`src/rtl/sri_dmi_bridge.sv`:
```
// Memory-mapped DMI master: CMD/STATUS mailbox driving one DMI transaction at a time.
// Optional response timeout and late-response drain enabled by `define SRI_DMI_TIMEOUT_EN.
module sri_dmi_bridge #(
  parameter int SRI_ADDR_WIDTH = 4,
  parameter int SRI_DATA_WIDTH = 64,
  parameter int TIMEOUT_CYCLES = 1024,
  parameter int DMI_ADDR_WIDTH = 7,
  localparam int DMI_DATA_WIDTH = 32,
  localparam int DMI_OP_WIDTH = 2
) (
  input  logic                      clk_i,
  input  logic                      rst_i,
  input  logic [SRI_ADDR_WIDTH-1:0] sri_addr_i,
  input  logic                      sri_en_i,
  input  logic                      sri_we_i,
  input  logic [SRI_DATA_WIDTH-1:0] sri_wdata_i,
  input  logic [7:0]                sri_be_i,
  output logic [SRI_DATA_WIDTH-1:0] sri_rdata_o,
  output logic                      sri_error_o,
  output logic                      req_valid_o,
  input  logic                      req_ready_i,
  output logic [DMI_ADDR_WIDTH-1:0] req_addr_o,
  output logic [DMI_DATA_WIDTH-1:0] req_data_o,
  output logic [DMI_OP_WIDTH-1:0]   req_op_o,
  input  logic                      resp_valid_i,
  output logic                      resp_ready_o,
  input  logic [DMI_DATA_WIDTH-1:0] resp_data_i,
  input  logic [DMI_OP_WIDTH-1:0]   resp_op_i
);
  typedef enum logic [1:0] {S_IDLE, S_REQ, S_WAIT} state_e;

  localparam int WORD_W = SRI_ADDR_WIDTH - 3;
  localparam logic [WORD_W-1:0] W_CMD    = '0;
  localparam logic [WORD_W-1:0] W_STATUS = WORD_W'(1);

  state_e                    state_q, state_d;
  logic                      req_valid_q, req_valid_d;
  logic                      resp_ready_q, resp_ready_d;
  logic [DMI_ADDR_WIDTH-1:0] req_addr_q, req_addr_d;
  logic [DMI_DATA_WIDTH-1:0] req_data_q, req_data_d;
  logic [DMI_OP_WIDTH-1:0]   req_op_q, req_op_d;
  logic [DMI_DATA_WIDTH-1:0] last_data_q, last_data_d;
  logic [DMI_OP_WIDTH-1:0]   last_op_q, last_op_d;
  logic                      busyerr_q, busyerr_d;
  logic                      rvalid_q, rvalid_d;
  logic [SRI_DATA_WIDTH-1:0] rdata_q, rdata_d;
  logic                      error_q, error_d;

  logic                      timeout_flag, drain_pending, busy, resp_fire;
  logic [WORD_W-1:0]         word;
  logic [1:0]                cmd_op;
  logic [63:0]               status_word;
  logic                      unused_bits;

`ifdef SRI_DMI_TIMEOUT_EN
  localparam int CNT_W = $clog2(TIMEOUT_CYCLES + 1);
  logic             timeout_q, timeout_d;
  logic             drain_q, drain_d;
  logic [CNT_W-1:0] cnt_q, cnt_d;
  assign timeout_flag  = timeout_q;
  assign drain_pending = drain_q;
`else
  localparam int unused_timeout = TIMEOUT_CYCLES;
  assign timeout_flag  = 1'b0;
  assign drain_pending = 1'b0;
`endif

  assign word        = sri_addr_i[SRI_ADDR_WIDTH-1:3];
  assign cmd_op      = sri_wdata_i[41:40];
  assign busy        = (state_q != S_IDLE) | drain_pending;
  assign resp_fire   = resp_valid_i & resp_ready_q;
  assign status_word = {20'b0, timeout_flag, rvalid_q, busyerr_q, busy, 6'b0, last_op_q, last_data_q};
  assign unused_bits = ^{sri_wdata_i, sri_be_i, sri_addr_i[2:0]};

  always_comb begin
    state_d     = state_q;
    req_addr_d  = req_addr_q;
    req_data_d  = req_data_q;
    req_op_d    = req_op_q;
    last_data_d = last_data_q;
    last_op_d   = last_op_q;
    busyerr_d   = busyerr_q;
    rvalid_d    = rvalid_q;
    rdata_d     = '0;
    error_d     = 1'b0;
`ifdef SRI_DMI_TIMEOUT_EN
    timeout_d   = timeout_q;
    drain_d     = drain_q;
    cnt_d       = cnt_q;
`endif

    // Register access is resolved first so that hardware flag events below win over a clear.
    if (sri_en_i) begin
      if (word == W_CMD) begin
        if (sri_we_i) begin
          if (busy) begin
            busyerr_d = 1'b1;
            error_d   = 1'b1;
          end else if (sri_be_i[5:0] != 6'h3F || !(cmd_op == 2'd1 || cmd_op == 2'd2)) begin
            error_d = 1'b1;
          end else begin
            req_data_d = sri_wdata_i[31:0];
            req_addr_d = sri_wdata_i[32 +: DMI_ADDR_WIDTH];
            req_op_d   = cmd_op;
            rvalid_d   = 1'b0;
            state_d    = S_REQ;
          end
        end
      end else if (word == W_STATUS) begin
        if (sri_we_i) begin
          if (sri_be_i[5]) begin
            if (sri_wdata_i[41]) busyerr_d = 1'b0;
`ifdef SRI_DMI_TIMEOUT_EN
            if (sri_wdata_i[43]) timeout_d = 1'b0;
`endif
          end
        end else begin
          rdata_d = status_word;
        end
      end else begin
        error_d = 1'b1;
      end
    end

    case (state_q)
      S_REQ: begin
        if (req_ready_i) begin
          state_d = S_WAIT;
`ifdef SRI_DMI_TIMEOUT_EN
          cnt_d = '0;
`endif
        end
      end
      S_WAIT: begin
        if (resp_fire) begin
          last_data_d = resp_data_i;
          last_op_d   = resp_op_i;
          rvalid_d    = 1'b1;
          state_d     = S_IDLE;
        end
`ifdef SRI_DMI_TIMEOUT_EN
        else if (cnt_q == CNT_W'(TIMEOUT_CYCLES - 1)) begin
          timeout_d = 1'b1;
          last_op_d = 2'b10;
          rvalid_d  = 1'b1;
          drain_d   = 1'b1;
          state_d   = S_IDLE;
        end else begin
          cnt_d = cnt_q + 1'b1;
        end
`endif
      end
      default: begin
`ifdef SRI_DMI_TIMEOUT_EN
        // The response that eventually arrives for a timed-out request is swallowed here.
        if (drain_q && resp_fire) drain_d = 1'b0;
`endif
      end
    endcase

    req_valid_d  = (state_d == S_REQ);
`ifdef SRI_DMI_TIMEOUT_EN
    resp_ready_d = (state_d == S_WAIT) | ((state_d == S_IDLE) & drain_d);
`else
    resp_ready_d = (state_d == S_WAIT);
`endif
  end

  always_ff @(posedge clk_i) begin
    if (rst_i) begin
      state_q      <= S_IDLE;
      req_valid_q  <= 1'b0;
      resp_ready_q <= 1'b0;
      req_addr_q   <= '0;
      req_data_q   <= '0;
      req_op_q     <= '0;
      last_data_q  <= '0;
      last_op_q    <= '0;
      busyerr_q    <= 1'b0;
      rvalid_q     <= 1'b0;
      rdata_q      <= '0;
      error_q      <= 1'b0;
`ifdef SRI_DMI_TIMEOUT_EN
      timeout_q    <= 1'b0;
      drain_q      <= 1'b0;
      cnt_q        <= '0;
`endif
    end else begin
      state_q      <= state_d;
      req_valid_q  <= req_valid_d;
      resp_ready_q <= resp_ready_d;
      req_addr_q   <= req_addr_d;
      req_data_q   <= req_data_d;
      req_op_q     <= req_op_d;
      last_data_q  <= last_data_d;
      last_op_q    <= last_op_d;
      busyerr_q    <= busyerr_d;
      rvalid_q     <= rvalid_d;
      rdata_q      <= rdata_d;
      error_q      <= error_d;
`ifdef SRI_DMI_TIMEOUT_EN
      timeout_q    <= timeout_d;
      drain_q      <= drain_d;
      cnt_q        <= cnt_d;
`endif
    end
  end

  assign sri_rdata_o  = rdata_q;
  assign sri_error_o  = error_q;
  assign req_valid_o  = req_valid_q;
  assign resp_ready_o = resp_ready_q;
  assign req_addr_o   = req_addr_q;
  assign req_data_o   = req_data_q;
  assign req_op_o     = req_op_q;
endmodule

```
`config.mk`:
```
export PLATFORM = sky130hd
export DESIGN_NAME = sri_dmi_bridge
export DESIGN_NICKNAME = d
export VERILOG_FILES = /design/src/rtl/sri_dmi_bridge.sv
export SDC_FILE = /design/constraint.sdc
export NUM_CORES = 1
export LEC_CHECK = 0
export ABC_CLOCK_PERIOD_IN_PS = 2200
export CAP_MARGIN = 20
export CORE_AREA = 2 2 108 110
export DETAILED_ROUTE_END_ITERATION = 12
export DIE_AREA = 0 0 110 112
export PLACE_DENSITY = 0.78
export SYNTH_ARGS = -nofsm -noshare
export SYNTH_HDL_FRONTEND = slang
export SYNTH_SLANG_ARGS = --single-unit
```
`constraint.sdc`:
```
create_clock -name clk_i -period 2.2 [get_ports clk_i]
set_clock_uncertainty 0.05 [all_clocks]
set_input_delay 0.22 -clock clk_i [delete_from_list [all_inputs] [get_ports clk_i]]
set_output_delay 0.22 -clock clk_i [all_outputs]
set_load 0.05 [all_outputs]
```
==> flow_summary.ini <==
[run_status]
status = finished clean

[critical_path]
critPathKind = flip-flop to flip-flop
critPathMaxStageDelay_ns = 0.75
crit_required_ns = 2.43
cp_data_arrival_time_ns = 2.33
worst_setup_path_end_kind = flip-flop
slowest_stage = or4b_2
crit_start = state_q[0]
cp_max_fo = 8
startpoint_type = flip-flop
timing.rr.start = state_q[0]
crit_chain = inv_1 > ha_1 > nand4_2 > or4b_2 > buf_4 > a21oi_1 > nor2_1

[synth]
synth_edf_count = 0
synth_most_common_cell = nand2_1
synth-seq-cells = 119
synth_seq_area_share_pct = 56.0
ys_top_cells_by_count = nand2_1, dfxtp_1, a21oi_1, and2_1, buf_4
synth-async-reset-ratio_pct = 0
synth_top_area_share_pct = 56.0
ys.flop_type = dfxtp_1
synth_cell_types = 34
synth_warnings = 0
synth_area_leaders = dfxtp_1, nand2_1, a21oi_1, and2_1, buf_4
synth_area_um2 = 4250
yosys.area.top_type = dfxtp_1
syn_inst = 472
avgSynthCellArea_um2 = 9.00

[clocking]
cts_sinks = 119
tritoncts.num_buffers = 17
clk_latency_ns = 0.39
hold_buffers = 0
tritoncts = built
post-cts-setup-buffer-count = 0
cts.repair.resized = 0
clkTransAtPathRegs_ns = 0.05
clockBufferDepth = 2
cts-htree-levels = 4
cts-root-buf = clkbuf_16

[min_path]
hold_start = rst_i
min_path_type = primary input to flip-flop

[global_route]
grt_max_degree = 42
overflow = 0
antenna_found_initial = 0
grt_pass1_vias = 3522
grt_usage_pct = 16.9
grt_pass1_wl_um = 16300

[floorplanning]
io_pins = 224
core_area_um2 = 11200
start_util_pct = 38.0
row_count = 39
die_y_um = 112
die_area_um2 = 12300
die_w_um = 110

[route]
vias = 3653
via_per_inst = 4.57
drt-pass1-iter-count = 4
antenna_left = 0
wl_per_cell_um = 12.7
route.detailed.drc = 0
first_iter_violations = 79
routed_wl_um = 10100

[placed_design]
place_congestion = 0.752
dpl.hpwl_um = 7440
place_area_um2 = 6010
dpl.cell_count = 769
portBuffers = 168

[timing]
min_period_ns = 2.10
slew_headroom_pct = 64.0
rsz0062_at_grt = false
post-route-period-util_pct = 95.3
tightest_slew_ns = 0.539
drv_slew = 0
finalSetupViolCount = 0
fmax_mhz = 477
timing.setup.tns_ns = 0
hold_ws_ns = 0.173
hold_viol_final = 0

[power]
leakagePower_uw = 0.00242
power_density_nw_per_um2 = 794
irDropWorstVdd_v = 0.000385

[cells_and_area]
drive_gt1_share_pct = 11.9
antenna_cells = 0
instances_no_fill = 800
final_nets = 764
fin_area_um2 = 6610
syn_to_final_growth_pct = 55.5

[flow_run]
cap_viol_max_count = 0
layer usage:
metal	global-route usage [%]	routed length [um]
met1	18.3	3930
met4	6.41	151
met5	0	0
met3	5.15	791
met2	30.2	5270
path summary, 6_finish.rpt:
check	endpoint	slack (ns)	depth (start not counted)
min reg2reg	last_data_q[29]	0.40	2
max reg2reg	rvalid_q	0.10	7
max	rvalid_q	0.10	7
min	req_op_o[0]	0.17	2
stage by stage:
stage          total power (uW)  setup slack, ns  utilization (%)
2_1_floorplan              2380            0.390                -
3_3_place_gp               2530           0.0424             53.8
3_5_place_dp               2530           0.0197             53.8
4_1_cts                    5310           0.0748             59.1
5_1_grt                    5430          0.00914             59.1
6_report                   5250            0.103             59.1
area by class of cell:
cell class	count	area (um^2)
flip-flops and latches	119	2380
well taps	143	179
multi-input cells	320	1600
repair buffers	184	1830
inverters	3	11.3
clock buffers	17	425
clock inverters	14	175
fillers	980	4570
cells by family (layout without fill, tap and decap cells):
group / Yosys count / count (layout) / share of synthesized area, %
simple gates: 207 / 207 / 23.3
flops: 119 / 119 / 56.0
compound gates: 82 / 82 / 10.8
buf+inv: 59 / 218 / 8.60
fa+ha+maj: 3 / 3 / 0.883
other cells: 1 / 27 / 0.0882
xor+xnor: 1 / 1 / 0.206
flip-flops by register name, indices dropped and copies added (netlist names):
| register | count |
|---|---|
| last_data_q | 32 |
| req_op_o | 2 |
| resp_ready_o | 1 |
| req_valid_o | 1 |
| sri_rdata_o | 37 |
| busyerr_q | 1 |
| state_q | 2 |
| req_data_o | 32 |
| sri_error_o | 1 |
| rvalid_q | 1 |
| last_op_q | 2 |
| req_addr_o | 7 |
cell usage in the layout, fill, tap and decap left out, types with 3 or more instances in the layout:
cell type / count
clkdlybuf4s50_1: 167
nand2_1: 139
dfxtp_1: 119
a21oi_1: 66
and2_1: 37
conb_1: 27
clkbuf_16: 17
nand2_2: 13
buf_4: 13
a21oi_2: 10
clkinv_4: 6
inv_1: 3
nand3_1: 3
ha_1: 3
bufinv_16: 3
clkinv_2: 3
buf_12: 3
worst max-delay path, delay by kind of cell (launching register included):
kind	cells	cell delay, ns
compound gates	1	0.15
fa+ha+maj	1	0.24
flops	1	0.32
simple gates	3	0.93
buf+inv	2	0.31
where the power goes:
group	internal, uW	switching [uW]	total, uW	leakage (uW)
Clock	1780	978	2760	0.000297
Sequential	2160	0.517	2160	0.000958
Combinational	155	172	328	0.00116
No activity file was read; power rests on OpenSTA's default activity.
